### config.mk
export PLATFORM = sky130hd
export DESIGN_NAME = chunked_addsub
export DESIGN_NICKNAME = d
export VERILOG_FILES = /design/src/rtl/chunked_addsub.sv
export SDC_FILE = /design/constraint.sdc
export NUM_CORES = 1
export LEC_CHECK = 0
export ABC_CLOCK_PERIOD_IN_PS = 2450
export CAP_MARGIN = 15
export CORE_ASPECT_RATIO = 1.75
export CORE_MARGIN = 2
export CORE_UTILIZATION = 40
export DETAILED_ROUTE_END_ITERATION = 6
export GPL_TIMING_DRIVEN = 0
export PLACE_DENSITY = 0.68
export SYNTH_ARGS = -nofsm -noshare
export SYNTH_HDL_FRONTEND = slang
export SYNTH_SLANG_ARGS = --single-unit
### constraint.sdc
create_clock -name CLK -period 2.45 [get_ports CLK]
set_input_delay 0.245 -clock CLK [delete_from_list [all_inputs] [get_ports CLK]]
set_output_delay 0.245 -clock CLK [all_outputs]
set_load 0.01 [all_outputs]
### src/rtl/chunked_addsub.sv
// chunked_addsub: multi-cycle unsigned add/subtract unit.
//   Processes one CHUNK-bit slice of the operands per RUN cycle, keeping the
//   ripple carry in a register between cycles. Operands arrive through a
//   valid/ready handshake and the (WIDTH+1)-bit result leaves through another.
//   R[WIDTH-1:0] is the sum/difference mod 2^WIDTH; R[WIDTH] is the carry
//   (add) or the borrow (subtract).
// Optional feature: define CHUNKED_ADDSUB_OVF_EN to add the OVF output, the
//   two's-complement overflow of the final slice, registered alongside R[WIDTH].
module chunked_addsub #(
   parameter int WIDTH = 8,
   parameter int CHUNK = 2
) (
   input  logic             CLK,
   input  logic             RESET,
   input  logic             IN_VALID,
   output logic             IN_READY,
   input  logic [WIDTH-1:0] A,
   input  logic [WIDTH-1:0] B,
   input  logic             SUB,
   output logic             OUT_VALID,
   input  logic             OUT_READY,
   output logic [WIDTH:0]   R
`ifdef CHUNKED_ADDSUB_OVF_EN
   ,
   output logic             OVF
`endif
);

   // Number of slices and width of the slice index (at least one bit).
   localparam int N     = (CHUNK > 0) ? (WIDTH / CHUNK) : 1;
   localparam int IDX_W = (N > 1) ? $clog2(N) : 1;

   // Reject configurations where the operand does not split into whole slices.
   generate
      if (CHUNK < 1 || (WIDTH % CHUNK) != 0) begin : g_bad_cfg
         $error("chunked_addsub: WIDTH must be a positive multiple of CHUNK");
      end
   endgenerate

   typedef enum logic [1:0] {
      S_IDLE = 2'd0,
      S_RUN  = 2'd1,
      S_DONE = 2'd2
   } state_t;

   state_t             state_q, state_d;
   logic [WIDTH-1:0]   a_q, a_d;
   logic [WIDTH-1:0]   b_q, b_d;       // B already inverted for subtraction
   logic               sub_q, sub_d;
   logic               carry_q, carry_d;
   logic [IDX_W-1:0]   idx_q, idx_d;
   logic [WIDTH:0]     r_q, r_d;
`ifdef CHUNKED_ADDSUB_OVF_EN
   logic               ovf_q, ovf_d;
`endif

   logic [CHUNK-1:0]   a_slice;
   logic [CHUNK-1:0]   b_slice;
   logic [CHUNK:0]     sum_w;          // {carry out, slice sum}
   logic               last_slice;
   logic               accept;

   assign IN_READY  = (state_q == S_IDLE) && !RESET;
   assign OUT_VALID = (state_q == S_DONE);
   assign R         = r_q;
   assign accept    = IN_VALID && IN_READY;
`ifdef CHUNKED_ADDSUB_OVF_EN
   assign OVF       = ovf_q;
`endif

   // Select the current operand slices and add them with the held carry.
   always_comb begin
      // NOTE: every variable written here gets a default first so no path
      // leaves it unassigned, which would otherwise infer a latch.
      a_slice    = '0;
      b_slice    = '0;
      for (int i = 0; i < N; i++) begin
         if (idx_q == IDX_W'(i)) begin
            a_slice = a_q[i*CHUNK +: CHUNK];
            b_slice = b_q[i*CHUNK +: CHUNK];
         end
      end
      sum_w      = {1'b0, a_slice} + {1'b0, b_slice} + {{CHUNK{1'b0}}, carry_q};
      last_slice = (idx_q == IDX_W'(N - 1));
   end

   // Next-state and datapath update for the IDLE -> RUN -> DONE sequence.
   always_comb begin
      state_d = state_q;
      a_d     = a_q;
      b_d     = b_q;
      sub_d   = sub_q;
      carry_d = carry_q;
      idx_d   = idx_q;
      r_d     = r_q;
`ifdef CHUNKED_ADDSUB_OVF_EN
      ovf_d   = ovf_q;
`endif
      case (state_q)
         S_IDLE: begin
            if (accept) begin
               // Subtraction is A + ~B + 1: invert B here, seed carry with 1.
               a_d     = A;
               b_d     = B ^ {WIDTH{SUB}};
               sub_d   = SUB;
               carry_d = SUB;
               idx_d   = '0;
               state_d = S_RUN;
            end
         end

         S_RUN: begin
            for (int i = 0; i < N; i++) begin
               if (idx_q == IDX_W'(i)) begin
                  r_d[i*CHUNK +: CHUNK] = sum_w[CHUNK-1:0];
               end
            end
            carry_d = sum_w[CHUNK];
            idx_d   = idx_q + IDX_W'(1);
            if (last_slice) begin
               // A final carry of 1 during subtraction means no borrow.
               r_d[WIDTH] = sub_q ? ~sum_w[CHUNK] : sum_w[CHUNK];
`ifdef CHUNKED_ADDSUB_OVF_EN
               // Carry into the MSB is recovered from the MSB sum bit.
               ovf_d = sum_w[CHUNK-1] ^ a_slice[CHUNK-1] ^ b_slice[CHUNK-1]
                     ^ sum_w[CHUNK];
`endif
               idx_d   = '0;
               state_d = S_DONE;
            end
         end

         S_DONE: begin
            if (OUT_READY) begin
`ifdef CHUNKED_ADDSUB_OVF_EN
               ovf_d = 1'b0;
`endif
               state_d = S_IDLE;
            end
         end

         default: begin
            state_d = S_IDLE;
         end
      endcase
   end

   // State and datapath registers; RESET discards any operation in flight.
   always_ff @(posedge CLK or posedge RESET) begin
      if (RESET) begin
         // NOTE: operand registers are reset too; they are few flops and
         // keeping them deterministic costs nothing observable.
         state_q <= S_IDLE;
         a_q     <= '0;
         b_q     <= '0;
         sub_q   <= 1'b0;
         carry_q <= 1'b0;
         idx_q   <= '0;
         r_q     <= '0;
`ifdef CHUNKED_ADDSUB_OVF_EN
         ovf_q   <= 1'b0;
`endif
      end else begin
         // NOTE: non-blocking assignments so every register samples the
         // values from before this edge, independent of statement order.
         state_q <= state_d;
         a_q     <= a_d;
         b_q     <= b_d;
         sub_q   <= sub_d;
         carry_q <= carry_d;
         idx_q   <= idx_d;
         r_q     <= r_d;
`ifdef CHUNKED_ADDSUB_OVF_EN
         ovf_q   <= ovf_d;
`endif
      end
   end

endmodule

Word-level counts from Yosys, hierarchy flattened --
Cells that the tools add are included.
Word-level totals: bits of input ports 21, register bits 31, logic and storage cells 54
Operators by class: bitwise logic cells 2, reduce and logical (&&, ||, !) cells 13, multiplexer cells 18, add/sub/neg operators 3, equality and inequality tests 8
Operators by type and width (count):
- 2-bit 2-to-1 mux | 13
- 2-bit AND reduction | 6
- 8-bit XOR | 1
- 2-bit == test (second input constant) | 3
- 2-bit case mux with 3 select lines | 1
- 2-bit by 1-bit == test with 1-bit output (second input constant) | 2
- 2-bit zero test | 2
- 2-bit inequality test (second input constant) | 2
- 2-bit case mux with 2 select lines | 1
- 2-bit by 2-bit adder with 3-bit output | 1
- 3-bit by 1-bit adder with 3-bit output | 1
- 3-bit AND reduction | 1
- 2-bit by 1-bit adder with 2-bit output (second input constant) | 1
- 1-bit logical AND | 2
- 1-bit 2-to-1 mux | 2
- 2-bit by 1-bit inequality test with 1-bit output (second input constant) | 1
- 1-bit case mux with 2 select lines | 1
- 2-bit nonzero test | 1
- 1-bit zero test | 1
- 1-bit inverter | 1

Depth between registers and ports, before layout --
Gate-level depths: netlist of the first run.
depth in word-level cells 9, gate-level depth with buffers 9, gate-level depth less buffers 9

Least setup slack after synthesis of the first run --
OpenSTA, ideal clock, no wires.
path type register -> register, start register idx_q[0], end register r_q[8], in the netlist R[8], setup time 0.083 ns, data required time 2.367 ns, stages on the path, launching flop included 9, path buffers 0, clock period less this slack 2.276 ns, arrival 2.193 ns, slack 0.174 ns, cell sequence dfrtp_1 ha_1 nor2b_1 a221o_1 a22oi_1 fa_1 fa_1 xor2_1 o21ai_0
On the way: word-level cells in the longest chain between the ends 9
RTL lines:
- start, declared | line 51 | logic [IDX_W-1:0] idx_q, idx_d;
- start signal, assigned | line 171 | idx_q <= idx_d;
- 2-bit zero test | line 78 | if (idx_q == IDX_W'(i)) begin
- 2-bit 2-to-1 mux (4 in a row) | line 78
- 2-bit by 2-bit adder with 3-bit output | line 83 | sum_w = {1'b0, a_slice} + {1'b0, b_slice} + {{CHUNK{1'b0}}, carry_q};
- 3-bit by 1-bit adder with 3-bit output | line 83
- 1-bit inverter | line 122 | r_d[WIDTH] = sub_q ? ~sum_w[CHUNK] : sum_w[CHUNK];
- 1-bit 2-to-1 mux | line 122
- end signal, assigned | line 172 | r_q <= r_d;
- end, declared | line 52 | logic [WIDTH:0] r_q, r_d;
Parallel ways exist; a longest one is shown, timed or not. A chain may end at the register's enable or synchronous reset.

Worst setup path after layout of the first run --
start register idx_q[0], end register r_q[7], in the netlist R[7]
On the way: word-level cells in the longest chain between the ends 7
RTL lines (line):
- 2-bit zero test | 78
- 2-bit 2-to-1 mux (4 in a row) | 78
- 2-bit by 2-bit adder with 3-bit output | 83
- 3-bit by 1-bit adder with 3-bit output | 83
Parallel ways exist; a longest one is shown, timed or not.

==> results_dict.tcl, run 1 <==
set metrics [dict create \
    status "complete, no violations" \
    cp.arrival_ps 2530 \
    drive_gt1_frac 0.161 \
    detail_route.iter0.violations 23 \
    timing.slew.headroom 0.552 \
    synth_cells 153 \
    crit_path_end_kind "flop" \
    synth_top_area_frac 0.507 \
    area_growth_pct 34.4 \
    drc_errors 0 \
    cellLeakagePower_nw 0.922 \
    fin_ws_ps 117 \
    critPathKind "flop to flop" \
    synth_area_leaders "dfrtp_1 51%, nand2_1 9.8%, o21ai_0 4.6%, xnor2_1 3.4%, ha_1 3.3%" \
    synthMostInstantiatedCell "nand2_1" \
    setup_viol 0 \
    num_rows 29 \
    cts_sinks 31 \
    syn-cell-area_sq_mm 0.00153 \
    yosys_warnings 0 \
    place_congestion 0.781 \
    cts_buffers 5 \
    grt_pass1_wl_mm 5.21 \
    die_w_um 50.8 \
    drtPass1Iterations 4 \
    maxCapViolCount 0 \
    finalCritPeriodShare 0.952 \
    initial_core_util 0.422 \
    antenna_found_initial 0 \
    cts_max_level 2 \
    place.detailed.hpwl_mm 2.38 \
    synth_cell_type_count 26 \
    synthFlopType "dfrtp_1" \
    hold_viol_final 0 \
    grt_start_max_net_pins 32 \
    max_freq_ghz 0.429 \
    diodes 0 \
    vias 1190 \
    dp_worst_setup_slack_ps -185 \
    required_ps 2650 \
    yosys.area.top_type "dfrtp_1" \
    period_needed_ps 2330 \
    power_density_mw_per_mm2 1250 \
    peakVddDrop_uv 602 \
    critical_path.most_common_cell "fa_2" \
    ctsHoldBuffers 0 \
    gr-total-overflow 0 \
    synth_seq_area_share 0.507 \
    track_usage 0.161 \
    worstMarginPinSlew_ps 670 \
    grt_pass1_vias 1193 \
    crit_fanout 5 \
    max_stage_delay_ps 460 \
    ys_ff_latch 31 \
    portBuffers 30 \
    cts_tree "yes" \
    wl_per_cell_um 12.4 \
    synth.avg_cell_area_sq_um 10.0 \
    io_pins 32 \
    grt_setup_unrepaired "false" \
    maxSlewViolCount 0 \
    finalPower_mw 2.56 \
    wl_mm 2.97 \
    insertion_delay_ps 280 \
    skew_ps 2.68 \
    hold_class "input pin to async pin" \
    layout.nets 219 \
    clock_path_buffers 2 \
    die-area_sq_mm 0.00436 \
    drtAntennaViolNets 0 \
    crit_chain "inv_1 -> ha_1 -> nor2b_4 -> a221o_1 -> a22oi_1 -> fa_2 -> fa_2 -> o21ai_0" \
    synth_fp_nets 180 \
    die_y_um 85.8 \
    synth_edf_count 0 \
    cp.buffers_inverters 1 \
    async_reset_ff_frac 1.00 \
    worst_path_max_delay_cell "fa_2" \
    cts_root_buf "clkbuf_8" \
    path_clk_slew_ps 60 \
    routed_via_density 4.98 \
    core_sq_mm 0.00363 \
    cp-start-kind "flop" \
    ys_top_cells_by_count "40 x nand2_1, 31 x dfrtp_1, 14 x o21ai_0" \
    cp_top_family "adder cells" \
]
-- path summary, 6_finish.rpt --
check                      slack, ps      to  depth (start not counted)      from
setup / recovery                 120    R[7]                          8  idx_q[0]
hold / removal                   470    R[5]                          2     RESET
setup reg to reg                 120    R[7]                          8  idx_q[0]
hold reg to reg                  470    R[5]                          2      R[5]
max in group asynchronous       1490  a_q[0]                          3     RESET
min in group CLK                 470    R[5]                          2      R[5]
-- final cells by class --
type | instances | area [sq um]
well taps | 46 | 57.6
plain buffers | 7 | 58.8
repair buffers | 33 | 343
multi-input cells | 104 | 683
clock buffers | 8 | 100
inverters | 10 | 37.5
fillers | 324 | 1570
flip-flops and latches | 31 | 777
-- layer usage --
layer,GRT usage,up-vias,part of all wire
li1,-,586,-
met1,0.169,558,0.37
met2,0.278,39,0.55
met3,0.0436,7,0.046
met4,0.101,0,0.028
met5,0,-,0
-- repair_timing --
action / 4_1_cts / 5_1_grt
buffers inserted: 0 / 2
setup endpoints to repair: 6 / 5
gates resized for setup: 4 / 8
-- flip-flops by register name (all words and copies together), names as in the netlist --
signal,flops
R,9
b_q,8
idx_q,2
carry_q,1
state_q,2
a_q,8
sub_q,1
-- where the power goes --
part           switching [mW]  internal (mW)
sequential              0.140          0.751
clock                   0.172          0.256
combinational           0.628          0.616
-- logic make-up (layout without fill, tap and decap cells) --
| group | count (synthesis) | count (layout) | share of synthesized area |
|---|---|---|---|
| XOR/XNOR | 9 | 9 | 0.0515 |
| adder cells (fa/ha/maj) | 6 | 6 | 0.0589 |
| flip-flops | 31 | 31 | 0.507 |
| buffers and inverters | 18 | 58 | 0.0646 |
| AO/OA/AOI/OAI | 36 | 36 | 0.153 |
| AND/OR/NAND/NOR | 53 | 53 | 0.165 |
-- cells in the final DEF, fill, tap and decap left out --
master           instances
or4b_4                   1
xor2_1                   3
nand2b_1                 2
dfrtp_2                  1
nand3_2                  1
nand3_1                  2
dfrtp_1                 30
o211ai_1                 1
fa_2                     2
a22oi_1                  4
xnor2_1                  6
ha_1                     2
buf_16                   1
buf_4                    2
clkbuf_2                 1
buf_2                    1
o31ai_1                  1
nand2_1                 40
buf_6                    4
inv_2                    1
nor3_1                   1
a21oi_1                  4
nor4b_2                  1
clkbuf_1                 2
clkbuf_8                 7
ha_4                     1
inv_1                    9
ha_2                     1
clkdlybuf4s50_1         30
nand3b_1                 4
nor2b_4                  1
o21ai_1                  5
a221o_1                  4
o21ai_2                  5
o21ai_0                 12
-- per-stage QoR --
stage | std cells | hold WS, ps | util | cell area (sq um) | setup TNS [ps]
after global placement | 229 | 461 | 0.520 | 1890 | -828
after floorplan | 153 | 349 | - | 1530 | 0
after CTS | 236 | 482 | 0.550 | 2000 | 0
after detailed placement | 229 | 467 | 0.520 | 1890 | -924
final | 239 | 467 | 0.567 | 2060 | 0
after global routing | 239 | 505 | 0.567 | 2060 | 0
Note: power is estimated with default switching activity, not from simulation.
==> run 2, diff against run 1 <==
CAP_MARGIN = 25   (was 15)
SETUP_SLACK_MARGIN = 0.5   (was not set)
==> results_dict.tcl, run 2 (same netlist as run 1, synthesis figures left out) <==
set metrics [dict create \
    status "complete, no violations" \
    drive_gt1_frac 0.213 \
    hold_viol_final 0 \
    gr-total-overflow 0 \
    antenna_found_initial 0 \
    reg2reg_to "R[5]" \
    die-area_sq_mm 0.00436 \
    grt_pass1_wl_mm 5.69 \
    ctsHoldBuffers 0 \
    ff2ff_path_depth 8 \
    final_area_sq_mm 0.00214 \
    detail_route.iter0.violations 18 \
    core_sq_mm 0.00363 \
    crit_cells 8 \
    io_pins 32 \
    finalCritPeriodShare 0.926 \
    required_ps 2610 \
    tns_ps 0 \
    cp.buffers_inverters 1 \
    place.detailed.hpwl_mm 2.46 \
    dpl_cell_area_sq_mm 0.00199 \
    diodes 0 \
    endpoint "R[5]" \
    path_clk_slew_ps 60 \
    max_freq_ghz 0.441 \
    cp.arrival_ps 2430 \
    max_stage_delay_ps 580 \
    switching_share 0.375 \
    cellLeakagePower_nw 0.949 \
    drtPass1Iterations 4 \
    cts_tree "yes" \
    timing.slew.headroom 0.599 \
    initial_core_util 0.422 \
    cts_max_level 2 \
    r2r_slack_ps 180 \
    worstMarginPinSlew_ps 599 \
    grt_setup_unrepaired "true" \
    die_w_um 50.8 \
    critPathKind "flop to flop" \
    mostFrequentLayoutCells "40 x nand2_1, 30 x dfrtp_1, 30 x clkdlybuf4s50_1, 10 x o21ai_1" \
    peakVddDrop_uv 699 \
    p_int_mw 1.72 \
    power_density_mw_per_mm2 1290 \
    wl_per_cell_um 13.3 \
    grt_pass1_vias 1296 \
    cts_root_buf "clkbuf_8" \
    final_core_util 0.589 \
    r2r_start "idx_q[0]" \
    final_cells 243 \
    routed_via_density 4.99 \
    crit_start "idx_q[0]" \
    area_growth_pct 39.7 \
    skew_ps 4.28 \
    drc_errors 0 \
    switchingPower_mw 1.03 \
    power_frac_clock 0.160 \
    crit_fanout 4 \
    hold_class "input pin to async pin" \
    drtAntennaViolNets 0 \
    p_seq_frac 0.324 \
    grt_start_max_net_pins 23 \
    vias 1212 \
    num_rows 29 \
    cts_buffers 5 \
    die_y_um 85.8 \
    worst_path_max_delay_cell "fa_2" \
    p_comb_frac 0.516 \
    layout.nets 223 \
    clock_path_buffers 2 \
    critical_path.most_common_cell "fa_2" \
    track_usage 0.177 \
    dp_cells 230 \
    cp_top_family "adder cells" \
    cts_sinks 31 \
    insertion_delay_ps 280 \
    maxCapViolCount 0 \
    setup_viol 0 \
    fin_hold_ws_ps 378 \
    portBuffers 30 \
    maxSlewViolCount 0 \
    crit_path_end_kind "flop" \
    wl_mm 3.22 \
    place_congestion 0.749 \
    cp-start-kind "flop" \
    crit_chain "inv_2 -> ha_4 -> nor2b_4 -> a221o_1 -> a22oi_2 -> fa_2 -> fa_2 -> o21ai_0" \
    layout.cells.most_common "nand2_1" \
    largest_register_ff_count 9 \
    period_needed_ps 2270 \
]
-- run 2: cell count changes in the layout (fill, tap and decap cells not counted), moves of 2 or more --
cell and change:
a22oi_1 -2, a21oi_2 +2, a22oi_2 +2, o21ai_1 +5, o21ai_0 -6, buf_4 +3, a21oi_1 -2
-- run 2: layer usage --
metal	up-vias	routed length, um	GRT usage
li1	596	-	-
met1	578	1220	0.181
met2	32	1810	0.318
met3	6	148	0.0592
met4	0	52	0.0811
met5	-	0	0
-- run 2: worst min path at each step --
stage,from,end,slack [ps],cells after the start
global route,RESET,R[1],410,2
finish,RESET,idx_q[1],380,2
CTS,RESET,idx_q[1],390,2
global placement,R[5],R[5],460,2
floorplan,RESET,R[0],350,1
detailed placement,a_q[0],a_q[0],470,2
-- run 2: layout make-up --
class / count / area, sq um
plain buffers: 8 / 82.6
clock buffers: 8 / 100
fillers: 336 / 1490
inverters: 10 / 37.5
multi-input cells: 104 / 717
flip-flops and latches: 31 / 777
well taps: 46 / 57.6
repair buffers: 36 / 365
-- run 2: metrics by stage --
stage                     setup WS [ps]  power [mW]
after floorplan                     341        1.78
after global placement              200        2.18
after detailed placement            160        2.23
after CTS                           170        2.72
after global routing                107        2.98
final                               181        2.75
-- run 2: power by group through the flow --
stage	clock (mW)	combinational (mW)	sequential, mW
global route	0.475	1.60	0.914
finish	0.438	1.42	0.890
detailed placement	0	1.33	0.902
floorplan	0	0.875	0.905
CTS	0.445	1.39	0.890
global placement	0	1.29	0.892
-- run 2: worst register-to-register path, stage by stage, from the launching register on --
cell and delay [ps]:
dfrtp_2 450, inv_2 100, ha_4 140, nor2b_4 180, a221o_1 180, a22oi_2 70
fa_2 370, fa_2 580, o21ai_0 90
-- run 2: timing repair --
item | CTS | global route
cloned | 0 | 0
resized for setup | 3 | 6
pin swaps | 3 | 2
buffers inserted | 3 | 2
setup endpoints to repair | 10 | 10
==> RTL edit 1 (flow settings as in run 1) <==
The 3 states of `state_t` get a one-hot encoding in 3 bits.
--- a/src/rtl/chunked_addsub.sv
+++ b/src/rtl/chunked_addsub.sv
@@ -37,10 +37,10 @@
       end
    endgenerate
 
-   typedef enum logic [1:0] {
-      S_IDLE = 2'd0,
-      S_RUN  = 2'd1,
-      S_DONE = 2'd2
+   typedef enum logic [2:0] {
+      S_IDLE = 3'b001,
+      S_RUN  = 3'b010,
+      S_DONE = 3'b100
    } state_t;
 
    state_t             state_q, state_d;
Function: same outputs for any inputs over 10 cycles, from zero or initial values and one cycle with RESET high; not proved beyond that.
==> RTL edit 1 against run 1 <==
- setup slack worse by 0.11 ns
- sequential cell count up 1
- worst hold slack better by 0.019 ns
- largest power group unchanged
- synthesized area up 3.5%
- wire length up 13%
- sequential share of layout area down 0.73 points
- via count down 2.6%
- total power down 23%
- sequential power down 14%
- design area up 5.6%
==> RTL edit 1: results (changes against run 1) <==
- Initial DRC Count: 16 (-30%)
- Via-to-Cell Ratio: 5.20 (+4.4%)
- DP Area: 1950 µm² (+3.1%)
- Leakage: 0.910 nW (-1.3%)
- Vias in the first global route: 1264 (+6.0%)
- RR Endpoint: R[8]
- Largest net degree at the start of global routing: 33 (+3.1%)
- R2R Path Start: idx_q[1]
- Synth top cells by count: 31 x dfrtp_1, 18 x mux2_2, 17 x a21oi_1
- First-pass GRT wire length: 5.71 mm (+9.7%)
- Share of cells above drive strength 1: 30.9% (+15 points)
- Slowest-stage cell, CP: dfrtp_2
- Sequential share of the synthesized area: 50.6% (-0.063 points)
- Reg-to-reg slack, setup: 0.01 ns (-0.11 ns)
- Multiplexer share of the synthesized area: 12.8% (+13 points)
- CP Max Fanout: 7 (+2)
- Yosys cell types: 30 (+15%)
- WP data arrival: 2.60 ns (+0.07 ns)
- Routability Congestion: 0.772 (-1.1%)
- Xor/xnor share of the synthesized area: 4.98% (-0.17 points)
- Worst Skew: 0.00393 ns (+0.00125 ns)
- Wire length per cell: 15.1 µm (+21%)
- Status: finished clean
- Synth top area cells: dfrtp_1 49%, mux2_2 13%, a21oi_1 5.4%
- Adder-Cell Fraction of Synth Area: 5.69% (-0.20 points)
- FF-to-FF path depth: 9 (+1)
- Internal: 1.34 mW (-17%)
- Syn Nets: 158 (-12%)
- Final HPWL DP: 2.44 mm (+2.9%)
- Post-synthesis compound-gate area fraction: 12.6% (-2.7 points)
## RTL edit 1: changes by cell type after synthesis, moves of 3 or more
cell | run 1 | this run
nor2b_1 | 1 | 4
o21ai_0 | 14 | 3
a221oi_1 | 0 | 3
o21ai_2 | 5 | 0
nand3b_1 | 4 | 0
mux2_2 | 0 | 18
a21oi_1 | 4 | 17
nand2_1 | 40 | 10
o21ai_1 | 3 | 0
a221o_1 | 4 | 1
a22oi_1 | 4 | 0
o31ai_1 | 1 | 4
inv_1 | 10 | 5
## RTL edit 1: how the worst max path moves through the flow
stage	end	startpoint
global placement	R[8]	idx_q[1]
global route	R[8]	idx_q[1]
detailed placement	R[8]	idx_q[1]
CTS	R[8]	idx_q[0]
floorplan	R[8]	idx_q[0]
finish	R[8]	idx_q[1]
## RTL edit 1: kinds of logic (layout without fill, tap and decap cells)
kind of cell               after synthesis  after routing
adders and majority gates                6              6
muxes                                   18             18
buffers and inverters                   12             56
xor gates and xnor gates                 9              9
DFF                                     32             32
and+or+nand+nor                         22             22
AOI/OAI and AO/OA                       32             32
## RTL edit 1: metal layers
metal,vias to the layer above,global-route usage [%],wire length [µm]
li1,542,-,-
met1,587,18.5,1240
met2,23,31.1,1930
met5,-,0,0
met3,7,5.15,124
met4,0,7.42,73
## RTL edit 1: what timing repair did
| action | in CTS | in global routing |
|---|---|---|
| pin swaps | 3 | 1 |
| setup endpoints to repair | 10 | 6 |
| cloned | 0 | 0 |
| gates resized for setup | 15 | 6 |
| setup buffers | 3 | 3 |
| hold buffers | 0 | 0 |
## RTL edit 1: critical path: cells and delay by family (launching register included)
kind	cells	cell delay [ns]
buf+inv	1	0.09
fa+ha+maj	3	0.88
simple gates	1	0.07
compound gates	2	0.36
mux	1	0.27
flops	1	0.45
xor+xnor	1	0.19
## RTL edit 1: through the flow
stage               setup WS [ns]  instances  utilization (%)  total power [mW]  hold slack (ns)
detailed placement         -0.314        209             50.8              1.46            0.494
global route              -0.0707        223             56.7              2.10            0.528
CTS                       0.00863        219             55.0              1.94            0.508
finish                     0.0117        223             56.7              1.97            0.486
floorplan                  0.0105        131                -              1.18            0.360
global placement           -0.245        209             50.8              1.43            0.487
## RTL edit 1: power groups by stage
stage	Combinational, mW	Sequential, mW	Clock (mW)
floorplan	0.415	0.760	0
global placement	0.678	0.752	0
detailed placement	0.701	0.762	0
CTS	0.767	0.758	0.419
global route	0.871	0.780	0.448
finish	0.796	0.762	0.411
## RTL edit 1: area by class of cell
class / instances / area, µm²
buffer: 6 / 52.6
clock buffer: 8 / 90.1
fill: 353 / 1660
inverter: 5 / 23.8
multi-input combinational: 87 / 781
sequential: 32 / 805
tap: 48 / 60.1
timing repair buffer: 37 / 360
==> RTL edit 2 (settings of run 1) <==
Made on the original files. `WIDTH`: 8 -> 16.
--- a/src/rtl/chunked_addsub.sv
+++ b/src/rtl/chunked_addsub.sv
@@ -7,7 +7,7 @@
 // Optional feature: define CHUNKED_ADDSUB_OVF_EN to add the OVF output, the
 //   two's-complement overflow of the final slice, registered alongside R[WIDTH].
 module chunked_addsub #(
-   parameter int WIDTH = 8,
+   parameter int WIDTH = 16,
    parameter int CHUNK = 2
 ) (
    input  logic             CLK,
Interface: changed (resized A, B and R); port bits go from 32 to 56. The function was not compared with the original's and may differ.
==> RTL edit 2 against run 1 <==
- the flow now finishes with violations (setup timing)
- non-clock buffer count is 43 higher
- total power is 110% higher
- synthesized area is 86% higher
- clock power is 69% higher
- design area is 90% higher
- wire length is 120% higher
- core utilization is 0.39 points higher
- count of clock-buffer cells in the layout is 1 lower
- sequential cell count is 25 higher
- worst hold slack worse by 0.10 ns
- setup slack worse by 0.43 ns
- critical path type unchanged
- largest cell class is now multi-input combinational cells
==> RTL edit 2: results (changes against run 1) <==
- Status: finished with violations
- Failing checks: setup timing
- Routability Congestion: 0.873 (+12%)
- Initial DRC Count: 81 (+250%)
- Yosys cell types: 41 (+58%)
- Hold Path Depth: 3
- Hold Crit Class: in2reg
- Sequential share of the synthesized area: 49.3% (-1.4 points)
- CTS buffer count: 5 (unchanged)
- Hold path start: SUB
- Leakage: 1.72 nW (+86%)
- Async set-reset flop share out of synthesis: 100% (unchanged)
- Via count: 2251 (+89%)
- Final HPWL DP: 5.02 mm (+110%)
- FF-to-FF path depth: 9 (+1)
- Largest net degree at the start of global routing: 32 (unchanged)
- Hold endpoint: b_q[13]
- Final slew viol count: 0 (unchanged)
- Worst Skew: 0.00617 ns (+0.00349 ns)
- Worst slack, placed: -0.447 ns (-0.262 ns)
- Yosys warns: 0 (unchanged)
- Final WL: 6.68 mm (+120%)
- Synth top cells by count: 68 x nand2_1, 56 x dfrtp_1, 24 x o21ai_0
- Initial antenna violation count: 0 (unchanged)
- WP data arrival: 2.94 ns (+0.41 ns)
- First-pass detailed-route iteration total: 4 (unchanged)
- R2R Path Start: idx_q[0]
- Buffers on Ports: 54 (+80%)
- Syn Nets: 325 (+81%)
- # setup viols final: 18 (+18)
- Root Driver: clkbuf_16
- Fin. Hold Viols: 0 (unchanged)
- Least-Margin Pin Slew: 0.553 ns (-0.117 ns)
- # diodes: 0 (unchanged)
- Clk_lat worst skew: 0.30 ns (+0.02 ns)
- GRT Total Usage: 19.1% (+3.0 points)
- CP Max Fanout: 8 (+3)
- Share of cells above drive strength 1: 22.3% (+6.2 points)
- Fillers: 624 (+93%)
- Nets: 399 (+82%)
- Setup ws final: -0.315 ns (-0.432 ns)
- Clock tree buffer depth: 2 (unchanged)
- Clock-pin slew on the worst setup and hold paths: 0.07 ns
- H-tree levels: 2 (unchanged)
- Synth top area cells: dfrtp_1 49%, nand2_1 9.0%, mux2_2 6.3%
- Peak supply drop: 0.777 mV (+29%)
- Max reg flops: 17 (+8)
- First-pass GRT wire length: 11.1 mm (+110%)
- RR Endpoint: R[9]
- Setup_tns: -3.35 ns (-3.35 ns)
RTL edit 2: worst max-delay path: stages (launching register included):
cell,delay [ns]
dfrtp_2,0.46
ha_4,0.20
ha_4,0.18
or2_4,0.25
a221oi_2,0.18
o22ai_1,0.14
o21ai_1,0.19
fa_2,0.24
fa_2,0.51
mux2_4,0.30
RTL edit 2: metrics by stage:
stage | hold WS [ns] | instance area (µm²) | total power [mW] | cells
after detailed placement | 0.468 | 3560 | 4.27 | 419
final | 0.366 | 3910 | 5.33 | 439
after global placement | 0.461 | 3540 | 4.20 | 418
after CTS | 0.377 | 3850 | 5.23 | 436
after global routing | 0.390 | 3910 | 5.69 | 439
after floorplan | 0.350 | 2900 | 3.36 | 280
RTL edit 2: routing by layer:
metal | track usage [%] | routed length [µm]
met5 | 0 | 0
met4 | 8.03 | 178
met3 | 3.20 | 192
met2 | 35.4 | 3810
met1 | 20.5 | 2500
RTL edit 2: cell type report:
class	instances	area, µm²	area share [%]
multi-input combinational	194	1420	36.2
sequential	56	1410	35.9
timing repair buffer	68	656	16.8
clock buffer	7	143	3.64
buffer	15	128	3.26
tap	84	105	2.69
inverter	14	55.1	1.41
clock inverter	1	7.51	0.192
RTL edit 2: power by group:
part           internal, mW  total, mW  switching [mW]
Clock                 0.408      0.722           0.314
Sequential             1.38       1.67           0.287
Combinational          1.53       2.94            1.42
RTL edit 2: logic make-up after synthesis:
| kind of cell | after synthesis | synth area share, % |
|---|---|---|
| muxes | 16 | 6.34 |
| xor gates and xnor gates | 17 | 5.24 |
| DFF | 56 | 49.3 |
| buffers and inverters | 30 | 6.43 |
| adders and majority gates | 8 | 4.05 |
| AOI/OAI and AO/OA | 57 | 12.9 |
| and+or+nand+nor | 96 | 15.7 |
RTL edit 2: timing repair:
| action | 4_1_cts | 5_1_grt |
|---|---|---|
| pin swaps | 5 | 1 |
| buffers inserted | 9 | 3 |
| cloned | 1 | 0 |
| gates resized for setup | 15 | 8 |
| endpoints found under the setup margin | 18 | 18 |
RTL edit 2: worst max-delay path by stage:
| stage | slack (ns) | from | end |
|---|---|---|---|
| after global placement | -0.44 | idx_q[2] | R[15] |
| after floorplan | -0.13 | idx_q[0] | R[15] |
| final | -0.32 | idx_q[0] | R[9] |
| after global routing | -0.38 | idx_q[0] | R[15] |
| after detailed placement | -0.45 | idx_q[2] | R[15] |
| after CTS | -0.30 | idx_q[0] | R[9] |
